File: src/rtl/alu_pkg.sv
// alu_pkg: shared ALU definitions for the ALU, the result stage and benches.
//   alu_op_e    : ALU opcode encoding (values above ALU_OP_LAST are illegal)
//   cond_e      : conditional branch condition encoding
//   FLAG_Z/N    : bit positions of zero/negative in the ALU flag vector
//   cond_met()  : evaluates a branch condition against Z/N
package alu_pkg;

    typedef enum logic [3:0] {
        ALU_SUB = 4'd0,
        ALU_ADD = 4'd1,
        ALU_MUL = 4'd2,
        ALU_MOV = 4'd3,
        ALU_CMP = 4'd4,
        ALU_DIV = 4'd5,
        ALU_XOR = 4'd6,
        ALU_AND = 4'd7,
        ALU_NOT = 4'd8,
        ALU_SHL = 4'd9,
        ALU_SHR = 4'd10
    } alu_op_e;

    localparam logic [3:0] ALU_OP_LAST = 4'd10;

    typedef enum logic [1:0] {
        COND_AL = 2'd0,
        COND_EQ = 2'd1,
        COND_NE = 2'd2,
        COND_LT = 2'd3
    } cond_e;

    localparam int FLAG_Z = 0;
    localparam int FLAG_N = 1;

    function automatic logic cond_met(input cond_e c, input logic z, input logic n);
        logic met;
        case (c)
            COND_AL: met = 1'b1;
            COND_EQ: met = z;
            COND_NE: met = ~z;
            COND_LT: met = n;
            default: met = 1'b0;
        endcase
        return met;
    endfunction

endpackage

File: src/rtl/alu_result_stage_skid.sv
// pipe_skid_reg: generic 2-entry valid/ready pipeline register.
//   clk, rst          : clock, synchronous active-high reset
//   flush             : drops both entries, blocks acceptance this cycle
//   in_valid/in_ready : upstream handshake; in_ready = !skid_valid && !rst
//   in_data           : payload presented upstream
//   in_accept         : high when the payload is taken at this edge
//   out_valid/out_ready/out_data : downstream handshake and payload
// The output register is the visible entry; the skid register catches an
// accepted payload while the output is stalled, which keeps in_ready a
// function of registered state only.
module pipe_skid_reg #(
    parameter int W = 8
) (
    input  logic         clk,
    input  logic         rst,
    input  logic         flush,
    input  logic         in_valid,
    output logic         in_ready,
    input  logic [W-1:0] in_data,
    output logic         in_accept,
    output logic         out_valid,
    input  logic         out_ready,
    output logic [W-1:0] out_data
);

    logic         out_valid_q, out_valid_d;
    logic         skid_valid_q, skid_valid_d;
    logic [W-1:0] out_data_q, out_data_d;
    logic [W-1:0] skid_data_q, skid_data_d;

    assign in_ready  = !skid_valid_q && !rst;
    assign in_accept = in_valid && in_ready && !flush;

    always_comb begin
        out_valid_d  = out_valid_q;
        skid_valid_d = skid_valid_q;
        out_data_d   = out_data_q;
        skid_data_d  = skid_data_q;
        if (flush) begin
            out_valid_d  = 1'b0;
            skid_valid_d = 1'b0;
        end else if (!out_valid_q || out_ready) begin
            // A full skid implies in_ready was low, so no accept can
            // coincide with draining the skid into the output register.
            if (skid_valid_q) begin
                out_valid_d  = 1'b1;
                out_data_d   = skid_data_q;
                skid_valid_d = 1'b0;
            end else begin
                out_valid_d = in_accept;
                if (in_accept) begin
                    out_data_d = in_data;
                end
            end
        end else if (in_accept) begin
            skid_valid_d = 1'b1;
            skid_data_d  = in_data;
        end
    end

    always_ff @(posedge clk) begin
        if (rst) begin
            out_valid_q  <= 1'b0;
            skid_valid_q <= 1'b0;
            out_data_q   <= '0;
            skid_data_q  <= '0;
        end else begin
            out_valid_q  <= out_valid_d;
            skid_valid_q <= skid_valid_d;
            out_data_q   <= out_data_d;
            skid_data_q  <= skid_data_d;
        end
    end

    assign out_valid = out_valid_q;
    assign out_data  = out_data_q;

endmodule

File: src/rtl/alu_result_stage.sv
// alu_result_stage: execute->writeback stage behind the ALU.
//   clk, rst                  : clock, synchronous active-high reset
//   in_valid/in_ready         : upstream handshake
//   alu_result, alu_flags     : ALU result and {N,Z} flags
//   alu_select                : ALU opcode (>= 11 is illegal)
//   rd_addr, reg_write        : destination register and write request
//   set_flags                 : instruction updates the Z/N register
//   is_branch, cond           : conditional branch and its condition
//   flush                     : discard all in-flight entries
//   out_valid/out_ready       : writeback handshake
//   out_result, out_rd_addr, out_reg_write, out_branch_taken, out_illegal
//                             : registered entry fields
//   flag_z, flag_n            : architectural flag register
module alu_result_stage
    import alu_pkg::*;
#(
    parameter int N          = 32,
    parameter int REG_ADDR_W = 4
) (
    input  logic                  clk,
    input  logic                  rst,
    input  logic                  in_valid,
    output logic                  in_ready,
    input  logic [N-1:0]          alu_result,
    input  logic [1:0]            alu_flags,
    input  logic [3:0]            alu_select,
    input  logic [REG_ADDR_W-1:0] rd_addr,
    input  logic                  reg_write,
    input  logic                  set_flags,
    input  logic                  is_branch,
    input  logic [1:0]            cond,
    input  logic                  flush,
    output logic                  out_valid,
    input  logic                  out_ready,
    output logic [N-1:0]          out_result,
    output logic [REG_ADDR_W-1:0] out_rd_addr,
    output logic                  out_reg_write,
    output logic                  out_branch_taken,
    output logic                  out_illegal,
    output logic                  flag_z,
    output logic                  flag_n
);

    localparam int PW = N + REG_ADDR_W + 3;

    logic          accept;
    logic          illegal;
    logic          is_cmp;
    logic          wr_eff;
    logic          taken;
    logic          upd_flags;
    logic [PW-1:0] pl_in, pl_out;
    logic          flag_z_q, flag_z_d;
    logic          flag_n_q, flag_n_d;

    assign illegal   = alu_select > ALU_OP_LAST;
    assign is_cmp    = alu_select == 4'(ALU_CMP);
    assign wr_eff    = reg_write && !is_branch && !is_cmp && !illegal;
    // Branch sees the flags committed before this edge; an instruction
    // setting flags in the same cycle only affects later branches.
    assign taken     = is_branch && cond_met(cond_e'(cond), flag_z_q, flag_n_q);
    assign upd_flags = accept && (set_flags || is_cmp) && !is_branch && !illegal;

    assign pl_in = {alu_result, rd_addr, wr_eff, taken, illegal};

    pipe_skid_reg #(.W(PW)) u_skid (
        .clk       (clk),
        .rst       (rst),
        .flush     (flush),
        .in_valid  (in_valid),
        .in_ready  (in_ready),
        .in_data   (pl_in),
        .in_accept (accept),
        .out_valid (out_valid),
        .out_ready (out_ready),
        .out_data  (pl_out)
    );

    assign {out_result, out_rd_addr, out_reg_write, out_branch_taken, out_illegal} = pl_out;

    always_comb begin
        flag_z_d = flag_z_q;
        flag_n_d = flag_n_q;
        if (upd_flags) begin
            flag_z_d = alu_flags[FLAG_Z];
            flag_n_d = alu_flags[FLAG_N];
        end
    end

    always_ff @(posedge clk) begin
        if (rst) begin
            flag_z_q <= 1'b0;
            flag_n_q <= 1'b0;
        end else begin
            flag_z_q <= flag_z_d;
            flag_n_q <= flag_n_d;
        end
    end

    assign flag_z = flag_z_q;
    assign flag_n = flag_n_q;

endmodule
File: config.mk
export PLATFORM = sky130hd
export DESIGN_NAME = alu_result_stage
export DESIGN_NICKNAME = d
export VERILOG_FILES = /design/src/rtl/alu_pkg.sv /design/src/rtl/alu_result_stage_skid.sv /design/src/rtl/alu_result_stage.sv
export SDC_FILE = /design/constraint.sdc
export NUM_CORES = 1
export LEC_CHECK = 0
export BUFFER_PORTS_ARGS = -buffer_cell sky130_fd_sc_hd__buf_4
export CORE_UTILIZATION = 43
export DETAILED_ROUTE_END_ITERATION = 7
export PLACE_DENSITY = 0.71
export SLEW_MARGIN = 30
export SYNTH_ARGS = -nofsm -noshare
export SYNTH_HDL_FRONTEND = slang
export SYNTH_SLANG_ARGS = --single-unit
export TNS_END_PERCENT = 10
File: constraint.sdc
create_clock -name clk -period 1.6 [get_ports clk]
set_input_delay 0.16 -clock clk [delete_from_list [all_inputs] [get_ports clk]]
set_output_delay 0.16 -clock clk [all_outputs]
set_load 0.01 [all_outputs]
==> metrics.txt, run 1 <==
Tot GR Track Use roughly a fifth; Initial Util between 40% and 50%; ys async rst share 0%; RSZ-0062 raised after global routing yes; Final period util between 90% and 100%; DP HPWL a little over 5000 microns; Buffers on Ports 94; WHS ~0.048 ns; CTS tree built; Post-Route WL 7147 microns; GPL Wtd Cong approximately 0.76; CTS Buf Count 9; Synth Warn # 0; fin cells 570; Die Ht roughly 90 microns; # setup viols final 0; crit path kind reg -> reg; VDD IR max a little under 400 uV; final slew viol count 0; crit path DAT 1.80 ns; area grow syn2layout 31.31%; R2R Path Start u_skid.skid_valid_q$_SDFFE_PP0P_; pwr/cell area 895.1 nW/um^2; Routed WL per cell between 10 and 15 microns; initial antenna violation count 0; R2R setup slack about 0.035 ns; skew final a little over 0.01 ns; Post-synth EDFFs 0; Skew-Pair Late Insertion Delay 0.35 ns; final net count just over 500; first-pass GRT wire length roughly 12000 microns; Pleak 1.605 nW; fill count 679; Post-Synthesis Cells between 300 and 400; Core Box Area around 7400 sq um; Hold Vio Cnt, Final 0; vias in the first global route between 2k and 3k; Worst Hold Depth 2; Main synth FF type dfxtp_1; DR DRC count 0; sequential area share after synthesis 49.49%; grt ovf 0; Netlist cell types 27; Syn Area/Cell roughly 8.8 sq um; Max Freq 638.9 MHz; Worst Hold Class in -> reg; Slew @ Worst Pin roughly 0.50 ns; overall power 3.899 mW; r2r endpoint flag_z$_SDFFE_PP0P_; CTS max path bufs 2; Clock H-tree levels 3; Hold Crit Start flush; CP max FO 4; Period minus WS final 1.565 ns; Post-Place Cells between 500 and 600; Ant. Diodes 0; DRT Pass-1 Iters 5; via count ~2.8k; post-route ant nets 0; Avg Vias per Cell 4.940; worst reg2reg path depth 4; DRT iter0 DRCs 84; proportion of layout cells with a drive suffix above 1 around 28%; Startpoint Class register; outcome finished clean; CP required 1.83 ns; largest net degree at the start of global routing 50; die area between 8000 and 9000 sq um; row count 31; syn_nets 431; clock net sink count 82; Clock transition at path regs approximately 0.07 ns; I/O Pins 95; Die X between 80 and 90 microns; max_slew headroom ~67%; #FFs+latches synth just over 80; Hold Path Sink u_skid.out_valid$_SDFFE_PP0P_; crit end category register; cell area after synthesis approximately 3300 sq um; clk root buf clkbuf_8; Max Cap Viol 0
==> flip-flops by register name (all words and copies together) (netlist names) <==
register	count
u_skid.skid_data_q	39
u_skid.out_data	39
u_skid.out_valid	1
u_skid.skid_valid_q	1
flag_n	1
flag_z	1
==> synth_stat cells, types with 2 or more instances <==
master,instances,share of area (%)
inv_1,4,0.45
buf_1,3,0.34
or4_1,2,0.45
mux2i_1,38,11
buf_2,15,2.3
mux2_2,2,0.68
nor2_1,40,4.5
nand2_1,80,9.1
nand2b_1,2,0.38
nand4_1,2,0.38
a21oi_1,42,6.3
o21ai_0,3,0.45
a211oi_1,37,8.4
a31oi_1,3,0.57
clkbuf_1,12,1.4
nor4_1,2,0.38
dfxtp_1,82,49
==> metrics by stage <==
stage | TNS (ns) | worst slack [ns] | util (%) | instance area (sq um)
after floorplan | -0.004108 | -0.004108 | - | 3317
after global placement | 0 | 0.05987 | 56.52 | 4165
after detailed placement | 0 | 0.06098 | 56.52 | 4165
after CTS | 0 | 0.04672 | 58.85 | 4337
after global routing | -0.01338 | -0.01338 | 59.10 | 4355
final | 0 | 0.03486 | 59.10 | 4355
==> cells by family (layout without fill, tap and decap cells) <==
group	count (synthesis)	count (layout)	synth area share, %
compound gates	88	88	16.75
buf+inv	35	127	4.753
flops	82	82	49.49
mux	40	40	12.15
simple gates	134	134	16.86
==> area by class of cell <==
cell class,count,area (sq um),area share (%)
Multi-Input combinational cell,262,1550,35.59
Timing Repair Buffer,108,852.1,19.56
Clock buffer,13,158.9,3.648
Sequential cell,82,1643,37.72
Inverter,4,15.01,0.3447
Clock inverter,2,12.51,0.2873
Tap cell,99,123.9,2.844
==> worst max-delay path, stage by stage, from the launching register on <==
cell and delay [ns]:
dfxtp_2 0.33, nand2b_4 0.15, or4_1 0.45, nor3_4 0.17, mux2_2 0.35
==> placed cells by master (no fill, tap or decap), drive strengths merged, types with 3 or more instances in the layout <==
cell type | synthesis | final
nand2b | 3 | 3
inv | 4 | 4
o21ai | 3 | 3
buf | 19 | 108
a31oi | 3 | 3
dfxtp | 82 | 82
clkbuf | 12 | 13
a211oi | 37 | 37
mux2i | 38 | 38
nor2 | 40 | 40
nand2 | 80 | 80
a21oi | 42 | 42
==> power by group <==
group | internal [mW] | switching (mW) | total [mW]
combinational | 0.236 | 0.214 | 0.451
sequential | 2.10 | 0.0309 | 2.13
clock | 0.639 | 0.678 | 1.32
==> routing by layer <==
| layer | share of wire (%) | track usage [%] | up-vias |
|---|---|---|---|
| li1 | - | - | 1484 |
| met1 | 46 | 23.51 | 1236 |
| met2 | 46 | 30.58 | 82 |
| met3 | 4.9 | 2.707 | 14 |
| met4 | 2.9 | 11.89 | 0 |
| met5 | 0 | 0 | - |
==> worst max path at each step <==
stage / from / to / slack, ns / depth (start not counted)
global placement: u_skid.skid_valid_q$_SDFFE_PP0P_ / flag_z$_SDFFE_PP0P_ / 0.06 / 4
CTS: u_skid.skid_valid_q$_SDFFE_PP0P_ / flag_z$_SDFFE_PP0P_ / 0.05 / 4
detailed placement: u_skid.skid_valid_q$_SDFFE_PP0P_ / flag_z$_SDFFE_PP0P_ / 0.06 / 4
global route: u_skid.skid_valid_q$_SDFFE_PP0P_ / flag_z$_SDFFE_PP0P_ / -0.01 / 4
finish: u_skid.skid_valid_q$_SDFFE_PP0P_ / flag_z$_SDFFE_PP0P_ / 0.03 / 4
floorplan: u_skid.skid_valid_q$_SDFFE_PP0P_ / flag_z$_SDFFE_PP0P_ / -0.004 / 5
==> what timing repair did <==
action | in CTS | in global routing
hold buffers | 0 | 0
setup buffers | 0 | 0
resized for setup | 0 | 3
endpoints found under the setup margin | 0 | 3
No activity file was read; power rests on OpenSTA's default activity.
==> run 2, diff against run 1 <==
--- a/config.mk
+++ b/config.mk
@@ -9,6 +9,7 @@
 export CORE_UTILIZATION = 43
 export DETAILED_ROUTE_END_ITERATION = 7
 export PLACE_DENSITY = 0.71
+export SETUP_SLACK_MARGIN = 0.5
 export SLEW_MARGIN = 30
 export SYNTH_ARGS = -nofsm -noshare
 export SYNTH_HDL_FRONTEND = slang
==> run 2 against run 1 <==
Net effect:
- final cell count rose by 0.88%
- total power rose by 3.8%
- count of clock-buffer cells in the layout fell by 1
- largest cell class unchanged
- die area did not move
- clock power rose by 8%
- clock skew fell by 0.0032 ns
==> metrics.txt, run 2 (same netlist as run 1, synthesis figures left out) <==
Hold Vio Cnt, Final 0; crit path kind reg -> reg; crit path DAT 1.74 ns; Final period util a little over nine tenths; sequential share of power about 53%; Fin Setup TNS 0 ns; skew final 0.007097 ns; Comb power frac between 10% and 20%; outcome finished clean; CP bufs+invs 0; clk root buf clkbuf_8; area grow syn2layout 35.01%; area of the multi-input gates 1562 sq um; max_slew headroom around 50%; Skew-Pair Late Insertion Delay roughly 0.34 ns; crit path to flag_z$_SDFFE_PP0P_; CP max-delay cell or4_4; final net count about 520; CTS tree built; Clock H-tree levels 3; DRT Pass-1 Iters 4; largest net degree at the start of global routing 73; I/O Pins between 90 and 100; first-pass GRT wire length between 10000 and 15000 microns; Ant. Diodes 0; Hold Crit Start flush; Die Ht around 90 microns; via count about 2.9k; row count 31; fill count between 600 and 700; pwr/cell area about 900 nW/um^2; commonest non-fill, non-tap cells in the layout buf_4, nand2_1, dfxtp_1, a21oi_1, nor2_1; Max Cap Viol 0; Clock power frac between 30% and 40%; CTS Buf Count 9; Pleak 1.665 nW; Final Worst Setup Slack ~0.091 ns; Startpoint Class register; CP required ~1.8 ns; CP max FO 4; proportion of layout cells with a drive suffix above 1 between 20% and 30%; Avg Vias per Cell slightly above 5; worst reg2reg path depth 4; Period minus WS final ~1.5 ns; internal power around 3.1 mW; final slew viol count 0; Psw 0.9434 mW; Clock transition at path regs approximately 0.08 ns; crit-path max cell delay about 0.43 ns; Max Freq 662.8 MHz; CP cell instances nand2b_4 -> or4_4 -> nor3_4 -> mux2_4; Initial Util approximately 45%; Crit path depth 4; Worst Hold Class in -> reg; Slew @ Worst Pin around 0.76 ns; r2r endpoint flag_z$_SDFFE_PP0P_; post-route ant nets 0; Storage cell area 1644 sq um; initial antenna violation count 0; cell family with most CP delay simple AND/OR/NAND/NOR gates; R2R setup slack between 0.09 and 0.1 ns; Core Box Area about 7400 sq um; Buffers on Ports 94; CP startpoint u_skid.skid_valid_q$_SDFFE_PP0P_; WHS slightly below 0.05 ns; VDD IR max 506.1 uV; Core Util, Final 60.76%; Post-Route WL 7900 microns; CTS max path bufs 2; Routed WL per cell between 10 and 15 microns; overall power between 4 and 5 mW; DRT iter0 DRCs 117; pre-CTS WS 0.07036 ns; commonest non-fill, non-tap cell in the layout buf_4; R2R Path Start u_skid.skid_valid_q$_SDFFE_PP0P_; switch share a little under a quarter; Die X 89.83 microns; Tot GR Track Use a little under a fifth; DP HPWL 4949 microns; crit end category register; GPL Wtd Cong slightly below 0.8; # setup viols final 0; clock net sink count just over 80; RSZ-0062 raised after global routing yes; die area 8069 sq um; grt ovf 0; vias in the first global route approximately 2.6k; DR DRC count 0
run 2: cell count changes in the layout (fill, tap and decap cells not counted), sizes merged:
cell      before  now
clkinv         1    2
bufinv         0    1
clkbuf        13   14
clkinvlp       1    0
buf          108  111
run 2: power by group through the flow:
stage                     combinational (mW)  sequential (mW)  clock [mW]
final                                  0.480             2.13        1.43
after global routing                   0.521             2.14        1.58
after CTS                              0.457             2.13        1.48
after detailed placement               0.452             2.18           0
after global placement                 0.445             2.18           0
after floorplan                        0.180             2.20           0
run 2: worst min-delay path by stage:
| stage | end | slack (ns) | cells past startpoint |
|---|---|---|---|
| global route | u_skid.out_valid$_SDFFE_PP0P_ | 0.04 | 2 |
| CTS | u_skid.out_valid$_SDFFE_PP0P_ | 0.02 | 2 |
| finish | u_skid.out_valid$_SDFFE_PP0P_ | 0.05 | 2 |
| floorplan | u_skid.out_valid$_SDFFE_PP0P_ | 0.23 | 1 |
| global placement | u_skid.out_valid$_SDFFE_PP0P_ | 0.38 | 2 |
| detailed placement | u_skid.skid_valid_q$_SDFFE_PP0P_ | 0.39 | 2 |
run 2: through the flow:
stage,instance area [sq um],std cells
after floorplan,3334,379
after global placement,4139,553
after detailed placement,4139,553
after CTS,4353,568
after global routing,4478,575
final,4478,575
run 2: what timing repair did:
item | 4_1_cts | 5_1_grt
pin swaps | 0 | 3
hold buffers | 0 | 0
setup endpoints to repair | 82 | 84
gates cloned | 0 | 2
buffers inserted | 0 | 5
gates resized for setup | 7 | 5
run 2: cell type report:
class	count	share of cell area (%)
inverter	4	0.3353
clock inverter	3	0.8941
clock buffer	12	3.241
tap	99	2.766
timing repair buffer	113	21.18
multi-input combinational	262	34.87
sequential	82	36.71
run 2: worst reg2reg max path, stage by stage (launching register included):
cell and delay [ns]:
dfxtp_2 0.33, nand2b_4 0.15, or4_4 0.43, nor3_4 0.16, mux2_4 0.32
run 2: metal layers:
metal | part of all wire [%] | GRT usage [%] | up-vias | wire, microns
li1 | - | - | 1487 | -
met5 | 0 | 0 | - | 0
met4 | 2.4 | 9.836 | 0 | 191
met3 | 3.6 | 3.723 | 13 | 281
met1 | 47 | 23.11 | 1332 | 3678
met2 | 47 | 30.90 | 65 | 3749
